[src/rtl/sram_arbiter.sv]
// Two-port controller for a 512Kx8 asynchronous SRAM: port A (read-only, priority) and port B (read/write).
// Optional macro SRAM_ARB_FAIR_EN replaces strict A priority with A/B alternation under contention.
module sram_arbiter #(
    parameter int ACCESS_CYCLES = 2,
    parameter int ADDR_W        = 19,
    parameter int DATA_W        = 8
) (
    input  logic              sys_clk_i,
    input  logic              sys_rst_i,
    input  logic              a_req,
    input  logic [ADDR_W-1:0] a_addr,
    output logic              a_ack,
    output logic [DATA_W-1:0] a_rdata,
    input  logic              b_req,
    input  logic              b_we,
    input  logic [ADDR_W-1:0] b_addr,
    input  logic [DATA_W-1:0] b_wdata,
    output logic              b_ack,
    output logic [DATA_W-1:0] b_rdata,
    output logic [ADDR_W-1:0] sram_addr,
    output logic              sram_we_n,
    output logic [DATA_W-1:0] sram_dq_o,
    output logic              sram_dq_oe,
    input  logic [DATA_W-1:0] sram_dq_i,
    output logic              busy
);

    typedef enum logic [1:0] {
        ST_IDLE   = 2'd0,
        ST_SETUP  = 2'd1,
        ST_STROBE = 2'd2,
        ST_DONE   = 2'd3
    } state_t;

    localparam logic [3:0] STROBE_LAST = 4'(ACCESS_CYCLES - 1);

    state_t     state_q;
    logic       owner_b_q;
    logic       we_q;
    logic [3:0] cnt_q;
    logic       grant_b_d;

`ifdef SRAM_ARB_FAIR_EN
    logic       fair_q;

    // Grant selection: alternate when both pending, otherwise serve whoever asks.
    always_comb begin
        grant_b_d = 1'b0;
        if (a_req && b_req) begin
            grant_b_d = fair_q;
        end else begin
            grant_b_d = b_req;
        end
    end
`else
    // Grant selection: A always wins when it is requesting.
    always_comb begin
        grant_b_d = 1'b0;
        if (a_req) begin
            grant_b_d = 1'b0;
        end else begin
            grant_b_d = b_req;
        end
    end
`endif

    // Access sequencer; the SRAM pin registers double as the latched address and write data.
    always_ff @(posedge sys_clk_i) begin
        if (sys_rst_i) begin
            state_q    <= ST_IDLE;
            owner_b_q  <= 1'b0;
            we_q       <= 1'b0;
            cnt_q      <= 4'd0;
            sram_addr  <= {ADDR_W{1'b0}};
            sram_we_n  <= 1'b1;
            sram_dq_o  <= {DATA_W{1'b0}};
            sram_dq_oe <= 1'b0;
            a_ack      <= 1'b0;
            b_ack      <= 1'b0;
            a_rdata    <= {DATA_W{1'b0}};
            b_rdata    <= {DATA_W{1'b0}};
            busy       <= 1'b0;
`ifdef SRAM_ARB_FAIR_EN
            fair_q     <= 1'b0;
`endif
        end else begin
            a_ack <= 1'b0;
            b_ack <= 1'b0;
            case (state_q)
                ST_IDLE: begin
                    if (a_req || b_req) begin
                        owner_b_q  <= grant_b_d;
                        we_q       <= grant_b_d & b_we;
                        sram_addr  <= grant_b_d ? b_addr : a_addr;
                        sram_we_n  <= 1'b1;
                        sram_dq_oe <= grant_b_d & b_we;
                        if (grant_b_d && b_we) begin
                            sram_dq_o <= b_wdata;
                        end
                        busy       <= 1'b1;
                        state_q    <= ST_SETUP;
`ifdef SRAM_ARB_FAIR_EN
                        fair_q     <= ~grant_b_d;
`endif
                    end
                end
                ST_SETUP: begin
                    sram_we_n <= ~we_q;
                    cnt_q     <= STROBE_LAST;
                    state_q   <= ST_STROBE;
                end
                ST_STROBE: begin
                    if (cnt_q == 4'd0) begin
                        sram_we_n <= 1'b1;
                        if (owner_b_q) begin
                            b_ack <= 1'b1;
                            if (!we_q) begin
                                b_rdata <= sram_dq_i;
                            end
                        end else begin
                            a_ack   <= 1'b1;
                            a_rdata <= sram_dq_i;
                        end
                        state_q <= ST_DONE;
                    end else begin
                        cnt_q <= cnt_q - 4'd1;
                    end
                end
                ST_DONE: begin
                    // DQ is released one clock after WE rises to give data hold.
                    sram_dq_oe <= 1'b0;
                    busy       <= 1'b0;
                    state_q    <= ST_IDLE;
                end
                default: begin
                    sram_we_n  <= 1'b1;
                    sram_dq_oe <= 1'b0;
                    busy       <= 1'b0;
                    state_q    <= ST_IDLE;
                end
            endcase
        end
    end

endmodule

[config.mk]
export PLATFORM = sky130hd
export DESIGN_NAME = sram_arbiter
export DESIGN_NICKNAME = d
export VERILOG_FILES = /design/src/rtl/sram_arbiter.sv
export SDC_FILE = /design/constraint.sdc
export NUM_CORES = 1
export LEC_CHECK = 0
export CORE_ASPECT_RATIO = 0.8
export CORE_MARGIN = 4
export CORE_UTILIZATION = 26
export DETAILED_ROUTE_END_ITERATION = 8
export HOLD_SLACK_MARGIN = 0.08
export PLACE_DENSITY = 0.66
export SYNTH_ARGS = -nofsm -noshare
export SYNTH_HDL_FRONTEND = slang
export SYNTH_SLANG_ARGS = --single-unit
export TNS_END_PERCENT = 20
[constraint.sdc]
create_clock -name sys_clk_i -period 1.6 [get_ports sys_clk_i]
set_input_delay 0.32 -clock sys_clk_i [delete_from_list [all_inputs] [get_ports sys_clk_i]]
set_output_delay 0.32 -clock sys_clk_i [all_outputs]
set_load 0.1 [all_outputs]
==> qor.yml, run 1 <==
pwr:
  p_leak_uw: 0.00164
  power_switching_uw: 3640
  power.density_nw_per_um2: 1770
  p_comb_share_pct: 59.7
  ir_drop_mv: 0.890
  p_int_uw: 4120
  power_uw: 7750
  power.share.sequential_pct: 25.9
  swShare_pct: 46.9
  power_frac_clock_pct: 14.4
grt:
  grt_use_total_pct: 12.2
  grt_pass1_wl_um: 10800
  grt_max_degree: 42
  grt_pass1_vias: 2237
  gr-total-overflow: 0
  antenna_found_initial: 0
synth:
  syn-mean-instance-area_sq_um: 9.17
  syn-cell-area_sq_um: 2450
  synth.top_cell.area_share_pct: 45.8
  synthesis.nets: 331
  synth_edf_count: 0
  ys_types: 39
  yosysTopAreaCell: "dfxtp_1"
  synth.yosys.seq_area_share_pct: 45.8
  ys_seq_elements: 56
  synth-main-ff-cell: "dfxtp_1"
  async_flop_share_pct: 0
  synth_area_leaders: "dfxtp_1 46%, mux2i_1 8.6%, a211oi_1 6.4%, a21oi_1 5.9%, nand4b_1 3.6%"
  synth_cells: 267
  yosysWarningCount: 0
timing:
  setup_viol: 0
  final.setup_skew_ps: 4.58
  period_share_pct: 95.4
  tightest_slew_ps: 538
  max_freq_mhz: 655
  rsz0062_at_grt: "true"
  layout_min_cycle_time_ps: 1530
  maxSlewViolCount: 0
  setup_tns_ps: 0
  slew_headroom_pct: 64.1
  hold_viol: 0
  fin_ws_ps: 74.1
floorplan:
  die_height_um: 94.8
  rows: 31
  die_area_sq_um: 11000
  core_area_sq_um: 9110
  die_w_um: 116
  initial_core_util_pct: 26.8
  ios: 107
min_path:
  hold_class: "primary input to flip-flop"
  hp-start: "sys_rst_i"
  whs_path_depth: 2
  holdPathEnd: "busy$_SDFFE_PP0P_"
run:
  drv_cap: 0
cts:
  cts_root_buf: "clkbuf_16"
  htreeDepth: 2
  cts_tree: "done"
  clock-sinks: 56
  holdBufCountCts: 0
  clkTransAtPathRegs_ps: 70
  post_cts_buffers: 0
  clock_latency_ps: 290
  cts_buffers: 5
  clock_path_buffers: 2
setup_path:
  worstSetupPathType: "flip-flop to flip-flop"
  worstPathArrival_ps: 1700
  cp_max_fo: 6
  r2r_end: "cnt_q[0]$_SDFFE_PP0P_"
  end_kind: "flip-flop"
  critPathLaunchType: "flip-flop"
  worst-r2r-setup-slack_ps: 70
  required_ps: 1770
  r2r_start: "cnt_q[1]$_SDFFE_PP0P_"
  r2r_cells: 5
finish:
  final_core_util_pct: 48.1
  areaGrowthSynthToFinish_pct: 79.3
  n_antenna_cell: 0
  drive_gt1_share_pct: 23.1
  fin_area_sq_um: 4390
  nets: 440
detailed_routing:
  vias_per_cell: 4.73
  num_vias: 2329
  antenna_left: 0
  first_iter_violations: 78
  first_pass_iters: 5
  drc: 0
  wire_per_inst_um: 14.5
  wirelength_um: 7160
place:
  place_area_sq_um: 4200
  place.gp.congestion: 0.764
  placement.io_buffers: 106
  hpwl_um: 5330
  place_ws_ps: -101
status:
  status: "finished, final reports clean"
-- final cells by class --
class / instances / area [sq um]
Timing Repair Buffer: 127 / 1760
Multi-Input combinational cell: 179 / 1190
Inverter: 7 / 26.3
Clock inverter: 2 / 10.0
Fill cell: 828 / 4730
Sequential cell: 56 / 1120
Tap cell: 115 / 144
Clock buffer: 6 / 139
-- per-layer routing --
layer	up-vias	global-route usage, %	wire length (um)
li1	1176	-	-
met1	1075	14.7	3000
met2	76	20.2	3420
met3	2	5.83	710
met4	0	2.03	26
met5	-	0	0
-- cells in the final DEF (no fill, tap or decap), types with 3 or more instances in the layout --
cell type,count
a211oi_1,21
a21oi_1,29
buf_12,52
buf_4,16
clkbuf_16,6
clkdlybuf4s50_1,57
dfxtp_1,56
ha_1,3
inv_1,6
mux2i_1,21
nand2_1,19
nand3_1,9
nand4b_1,10
nor2_1,23
o21ai_1,9
o31ai_1,8
-- metrics by stage --
step / std cells / hold slack, ps
2_1_floorplan: 267 / 416
3_3_place_gp: 483 / 480
6_report: 492 / 388
3_5_place_dp: 483 / 486
5_1_grt: 492 / 413
4_1_cts: 491 / 394
-- worst max path at each step --
| stage | startpoint | end | slack [ps] | cells past startpoint |
|---|---|---|---|---|
| finish | cnt_q[1]$_SDFFE_PP0P_ | cnt_q[0]$_SDFFE_PP0P_ | 70 | 5 |
| global route | state_q[1]$_SDFFE_PP0P_ | b_rdata[0]$_SDFFE_PP0P_ | -8 | 5 |
| CTS | state_q[0]$_SDFFE_PP0P_ | b_rdata[2]$_SDFFE_PP0P_ | 10 | 6 |
| detailed placement | a_req | sram_addr[4]$_SDFFE_PP0P_ | -100 | 5 |
| global placement | b_req | state_q[0]$_SDFFE_PP0P_ | -60 | 6 |
| floorplan | cnt_q[0]$_SDFFE_PP0P_ | cnt_q[1]$_SDFFE_PP0P_ | 70 | 6 |
-- kinds of logic after synthesis --
| family | count (synthesis) | synth area share [%] |
|---|---|---|
| AND/OR/NAND/NOR | 74 | 16.0 |
| adder cells (fa/ha/maj) | 5 | 2.56 |
| AO/OA/AOI/OAI | 79 | 20.7 |
| multiplexers | 21 | 8.59 |
| flip-flops | 56 | 45.8 |
| buffers and inverters | 32 | 6.34 |
-- critical path, cell delays in order (launching register included) --
cell,delay [ps]
dfxtp_1,330
inv_1,80
ha_1,170
or3b_4,430
a211oi_1,320
a311oi_2,80
-- registers in the layout, indices dropped and copies added, names as in the netlist, 2 cells and up --
| register | flops |
|---|---|
| sram_addr | 19 |
| b_rdata | 8 |
| state_q | 2 |
| a_rdata | 8 |
| sram_dq_o | 8 |
| cnt_q | 4 |
-- synth_stat cells (all sizes together), types with 2 or more instances --
cell type and n:
ha 5, clkbuf 14, nor3 2, o21ai 11, nand2 19, nand4b 10, nor2 23, and2b 2
buf 11, mux2i 21, o31ai 8, inv 7, dfxtp 56, a211oi 22, nand3 9, a21oi 31
-- what timing repair did --
action                     4_1_cts  5_1_grt
hold endpoints to repair         0        0
setup endpoints to repair        1       35
cloned                           0        1
pin swaps                        0        2
resized for setup                1        4
-- power by group through the flow --
stage	sequential, uW	combinational [uW]	clock (uW)
3_5_place_dp	2040	4500	0
6_report	2010	4630	1110
3_3_place_gp	2030	4450	0
4_1_cts	2010	4520	1150
2_1_floorplan	3620	1140	0
5_1_grt	2050	4870	1210
Power figures use the tool's default switching activity.
==> run 2: changes to the inputs <==
--- a/config.mk
+++ b/config.mk
@@ -11,6 +11,7 @@
 export DETAILED_ROUTE_END_ITERATION = 8
 export HOLD_SLACK_MARGIN = 0.08
 export PLACE_DENSITY = 0.66
+export SKIP_CTS_REPAIR_TIMING = 1
 export SYNTH_ARGS = -nofsm -noshare
 export SYNTH_HDL_FRONTEND = slang
 export SYNTH_SLANG_ARGS = --single-unit
==> qor.yml, run 2 (synthesis results as in run 1) <==
timing:
  rsz0062_at_grt: "true"  # unchanged
  hold_viol: 0  # unchanged
  period_share_pct: 95.2  # was 95.4%
  maxSlewViolCount: 0  # unchanged
  layout_min_cycle_time_ps: 1520  # was 1530 ps
  setup_tns_ps: 0  # unchanged
  slew_headroom_pct: 63.8  # was 64.1%
  final.setup_skew_ps: 4.61  # was 4.58 ps
  tightest_slew_ps: 542  # was 538 ps
  max_freq_mhz: 656  # was 655 MHz
  setup_viol: 0  # unchanged
  holdWs_ps: 388  # about the same
place:
  place.gp.congestion: 0.764  # unchanged
  hpwl_um: 5330  # unchanged
  placement.io_buffers: 106  # unchanged
detailed_routing:
  wire_per_inst_um: 14.6  # was 14.5 um
  vias_per_cell: 4.75  # was 4.73
  num_vias: 2340  # was 2329
  wirelength_um: 7190  # was 7160 um
  antenna_left: 0  # unchanged
  first_iter_violations: 87  # was 78
  drc: 0  # unchanged
  first_pass_iters: 5  # unchanged
cts:
  clock_latency_ps: 290  # about the same
  clkTransAtPathRegs_ps: 70  # about the same
  clock_path_buffers: 2  # unchanged
  htreeDepth: 2  # unchanged
  cts_tree: "done"  # unchanged
  clock-sinks: 56  # unchanged
  cts_root_buf: "clkbuf_16"  # unchanged
  cts_buffers: 5  # unchanged
finish:
  nets: 441  # was 440
  drive_gt1_share_pct: 23.5  # was 23.1%
  multi_input_area_sq_um: 1190  # unchanged
  n_antenna_cell: 0  # unchanged
  final_cell_mix: "57 x clkdlybuf4s50_1, 55 x dfxtp_1, 52 x buf_12"  # was 57 x clkdlybuf4s50_1, 56 x dfxtp_1, 52 x buf_12
  regMostFlops: "sram_addr"  # unchanged
  areaGrowthSynthToFinish_pct: 79.7  # was 79.3%
  mostFrequentLayoutCell: "clkdlybuf4s50_1"  # unchanged
  seqCellArea_sq_um: 1120  # about the same
  largest_reg_flops: 19  # unchanged
  nFillCells: 828  # unchanged
setup_path:
  path_cells: "inv_1 > ha_1 > or3b_4 > a211o_1 > a21oi_2"  # was inv_1 > ha_1 > or3b_4 > a211oi_1 > a311oi_2
  endpoint: "cnt_q[1]$_SDFFE_PP0P_"  # was cnt_q[0]$_SDFFE_PP0P_
  required_ps: 1820  # was 1770 ps
  r2r_end: "cnt_q[1]$_SDFFE_PP0P_"  # was cnt_q[0]$_SDFFE_PP0P_
  critPathLaunchType: "flip-flop"  # unchanged
  worstPathArrival_ps: 1750  # was 1700 ps
  startpoint: "cnt_q[1]$_SDFFE_PP0P_"  # unchanged
  worstSetupPathType: "flip-flop to flip-flop"  # unchanged
  critical_path.slowest_cell: "or3b_4"  # unchanged
  cp_max_fo: 6  # unchanged
  r2r_start: "cnt_q[1]$_SDFFE_PP0P_"  # unchanged
  end_kind: "flip-flop"  # unchanged
  worst-r2r-setup-slack_ps: 80  # was 70 ps
  cp_slowest_stage_delay_ps: 430  # about the same
  r2r_cells: 5  # unchanged
pwr:
  power_uw: 7780  # was 7750 uW
  ir_drop_mv: 0.890  # about the same
  power.density_nw_per_um2: 1770  # about the same
  p_leak_uw: 0.00164  # about the same
grt:
  grt_pass1_wl_um: 10800  # about the same
  grt_use_total_pct: 12.2  # about the same
  gr-total-overflow: 0  # unchanged
  grt_max_degree: 42  # unchanged
  antenna_found_initial: 0  # unchanged
  grt_pass1_vias: 2236  # was 2237
floorplan:
  die_w_um: 116  # unchanged
  initial_core_util_pct: 26.8  # unchanged
  ios: 107  # unchanged
  core_area_sq_um: 9110  # unchanged
  die_height_um: 94.8  # unchanged
  die_area_sq_um: 11000  # unchanged
  rows: 31  # unchanged
run:
  drv_cap: 0  # unchanged
status:
  status: "finished, final reports clean"  # unchanged
min_path:
  whs_path_depth: 2  # unchanged
  hold_class: "primary input to flip-flop"  # unchanged
-- run 2: changes by cell type in the layout (fill, tap and decap cells not counted), sizes merged --
| cell | delta |
|---|---|
| buf | +1 |
-- run 2: layer usage --
layer | vias to the layer above | GRT usage (%) | routed length (um)
met1 | 1082 | 14.6 | 3030
li1 | 1178 | - | -
met3 | 2 | 5.83 | 712
met5 | - | 0 | 0
met4 | 0 | 2.03 | 26
met2 | 78 | 20.2 | 3420
-- run 2: worst max-delay path, delay by kind of cell, from the launching register on --
family                     cells  cell delay, ps
DFF                            1             330
buffers and inverters          1              80
and+or+nand+nor                1             430
AOI/OAI and AO/OA              2             460
adders and majority gates      1             170
-- run 2: worst min-delay path by stage --
stage / from / end
final: sys_rst_i / busy$_SDFFE_PP0P_
after detailed placement: sram_dq_o[6]$_SDFFE_PP0P_ / sram_dq_o[6]$_SDFFE_PP0P_
after global routing: sys_rst_i / busy$_SDFFE_PP0P_
after CTS: sys_rst_i / busy$_SDFFE_PP0P_
after global placement: sram_dq_o[7]$_SDFFE_PP0P_ / sram_dq_o[7]$_SDFFE_PP0P_
after floorplan: a_req / owner_b_q$_SDFFE_PP0P_
-- run 2: power by group --
group	switching (uW)	leakage (uW)	internal, uW
combinational	2840	0.00111	1820
clock	494	0.0000766	619
sequential	312	0.000459	1700
total	3640	0.00164	4130
-- run 2: area by class of cell --
class	count	area share [%]
repair buffers	128	40.2
multi-input cells	179	27.0
flip-flops and latches	56	25.5
well taps	115	3.27
clock buffers	6	3.16
inverters	7	0.598
clock inverters	2	0.228
-- run 2: per-stage QoR --
| stage | cell area (sq um) | util [%] | cells | setup slack, ps |
|---|---|---|---|---|
| final | 4400 | 48.2 | 493 | 76.3 |
| after CTS | 4350 | 47.7 | 491 | -2.72 |
| after detailed placement | 4200 | 46.1 | 483 | -101 |
| after global placement | 4200 | 46.1 | 483 | -55.1 |
| after global routing | 4400 | 48.2 | 493 | -8.26 |
| after floorplan | 2450 | - | 267 | 72.0 |
==> run 3: changes to the inputs <==
--- a/config.mk
+++ b/config.mk
@@ -5,8 +5,9 @@
 export SDC_FILE = /design/constraint.sdc
 export NUM_CORES = 1
 export LEC_CHECK = 0
+export CAP_MARGIN = 40
 export CORE_ASPECT_RATIO = 0.8
-export CORE_MARGIN = 4
+export CORE_MARGIN = 2
 export CORE_UTILIZATION = 26
 export DETAILED_ROUTE_END_ITERATION = 8
 export HOLD_SLACK_MARGIN = 0.08
==> qor.yml, run 3 (synthesis results as in run 1) <==
status:
  status: "finished, final reports clean"  # unchanged
cts:
  clock_path_buffers: 2  # unchanged
  clock_latency_ps: 280  # was 290 ps
  clkTransAtPathRegs_ps: 70  # about the same
  cts_buffers: 5  # unchanged
  htreeDepth: 2  # unchanged
  cts_root_buf: "clkbuf_16"  # unchanged
  clock-sinks: 56  # unchanged
  cts_tree: "done"  # unchanged
detailed_routing:
  num_vias: 2342  # was 2340
  wire_per_inst_um: 13.7  # was 14.6 um
  antenna_left: 0  # unchanged
  wirelength_um: 6740  # was 7190 um
  first_iter_violations: 46  # was 87
  drc: 0  # unchanged
  vias_per_cell: 4.75  # about the same
  first_pass_iters: 4  # was 5
timing:
  layout_min_cycle_time_ps: 1500  # was 1520 ps
  setup_viol: 0  # unchanged
  max_freq_mhz: 666  # was 656 MHz
  final.setup_skew_ps: 3.97  # was 4.61 ps
  fin_ws_ps: 98.1  # was 76.3 ps
  maxSlewViolCount: 0  # unchanged
  slew_headroom_pct: 63.8  # about the same
  period_share_pct: 93.9  # was 95.2%
  holdWs_ps: 324  # was 388 ps
  tightest_slew_ps: 542  # about the same
  hold_viol: 0  # unchanged
grt:
  grt_pass1_vias: 2272  # was 2236
  gr-total-overflow: 0  # unchanged
  antenna_found_initial: 0  # unchanged
  grt_max_degree: 39  # was 42
  grt_pass1_wl_um: 11000  # was 10800 um
  grt_use_total_pct: 13.0  # was 12.2%
floorplan:
  die_w_um: 112  # was 116 um
  core_area_sq_um: 9110  # unchanged
  rows: 31  # unchanged
  die_area_sq_um: 10200  # was 11000 sq um
  initial_core_util_pct: 26.8  # unchanged
  die_height_um: 90.8  # was 94.8 um
  ios: 107  # unchanged
setup_path:
  required_ps: 1770  # was 1820 ps
  critical_path.slowest_cell: "clkdlybuf4s50_1"  # was or3b_4
  cp_slowest_stage_delay_ps: 450  # was 430 ps
  r2r_cells: 5  # unchanged
  startpoint: "a_req"  # was cnt_q[1]$_SDFFE_PP0P_
  worstSetupPathType: "primary input to flip-flop"  # was flip-flop to flip-flop
  worstPathArrival_ps: 1670  # was 1750 ps
  critPathLaunchType: "primary input"  # was flip-flop
  cp_max_fo: 8  # was 6
  path_cells: "clkdlybuf4s50_1 > buf_4 > buf_4 > nand4b_1 > nand2_1 > a21oi_1"  # was inv_1 > ha_1 > or3b_4 > a211o_1 > a21oi_2
  end_kind: "flip-flop"  # unchanged
  cpMostUsedCell: "buf_4"
  r2r_start: "cnt_q[1]$_SDFFE_PP0P_"  # unchanged
finish:
  multi_input_area_sq_um: 1180  # was 1190 sq um
  final_cell_mix: "57 x clkdlybuf4s50_1, 56 x dfxtp_1, 51 x buf_12"  # was 57 x clkdlybuf4s50_1, 55 x dfxtp_1, 52 x buf_12
  areaGrowthSynthToFinish_pct: 78.1  # was 79.7%
  mostFrequentLayoutCell: "clkdlybuf4s50_1"  # unchanged
  regMostFlops: "sram_addr"  # unchanged
  n_antenna_cell: 0  # unchanged
  fin_area_sq_um: 4360  # was 4400 sq um
  seqCellArea_sq_um: 1120  # about the same
  largest_reg_flops: 19  # unchanged
  nFillCells: 834  # was 828
  nets: 441  # unchanged
  drive_gt1_share_pct: 23.0  # was 23.5%
run:
  drv_cap: 0  # unchanged
place:
  hpwl_um: 5250  # was 5330 um
  place_ws_ps: -200  # was -101 ps
  place.gp.congestion: 0.770  # was 0.764
  placement.io_buffers: 106  # unchanged
  place_area_sq_um: 4200  # about the same
min_path:
  whs_path_depth: 2  # unchanged
  hp-start: "sys_rst_i"  # unchanged
  hold_class: "primary input to flip-flop"  # unchanged
pwr:
  p_leak_uw: 0.00163  # was 0.00164 uW
  power.density_nw_per_um2: 1740  # was 1770 nW/um^2
  ir_drop_mv: 0.794  # was 0.890 mV
[run 3: cell count changes in the layout (fill, tap and decap cells not counted)]
cell,change
a311oi_1,+1
a311oi_2,-1
dfxtp_2,-1
dfxtp_1,+1
clkbuf_16,-1
buf_12,-1
buf_4,+2
[run 3: path summary, 6_finish.rpt]
check | end | slack (ps)
min | sram_dq_oe$_SDFFE_PP0P_ | 320
min reg2reg | sram_dq_o[5]$_SDFFE_PP0P_ | 500
max reg2reg | sram_we_n$_SDFFE_PP1P_ | 110
max | sram_dq_o[2]$_SDFFE_PP0P_ | 100
[run 3: worst max-delay path: cells and delay by family]
kind	cells	cell delay, ps
buffers and inverters	3	740
AO/OA/AOI/OAI	1	80
AND/OR/NAND/NOR	2	530
[run 3: stage by stage]
step | util (%) | instances | total power, uW | setup TNS, ps
global placement | 46.1 | 485 | 6440 | -2060
finish | 47.8 | 493 | 7590 | 0
floorplan | - | 267 | 4760 | 0
detailed placement | 46.1 | 485 | 6520 | -2980
global route | 47.8 | 493 | 7980 | -8.51
CTS | 47.7 | 493 | 7630 | 0
[run 3: where the power goes]
part           switching (uW)  internal (uW)  total (uW)  leakage [uW]
combinational            2760           1720        4480       0.00109
clock                     482            618        1100     0.0000766
sequential                313           1700        2010      0.000458
[run 3: layout make-up]
type                       count  share of cell area (%)
timing repair buffer         128                    39.9
tap                          115                    3.30
sequential                    56                    25.7
inverter                       7                   0.603
clock buffer                   6                    3.19
multi-input combinational    179                    27.1
clock inverter                 2                   0.230
[run 3: routing by layer]
metal	up-vias	share of wire, %	global-route usage, %	routed length (um)
li1	1186	-	-	-
met1	1075	45	16.9	3020
met2	77	47	21.0	3150
met3	4	7.8	4.56	525
met4	0	0.65	2.74	44
met5	-	0	0	0
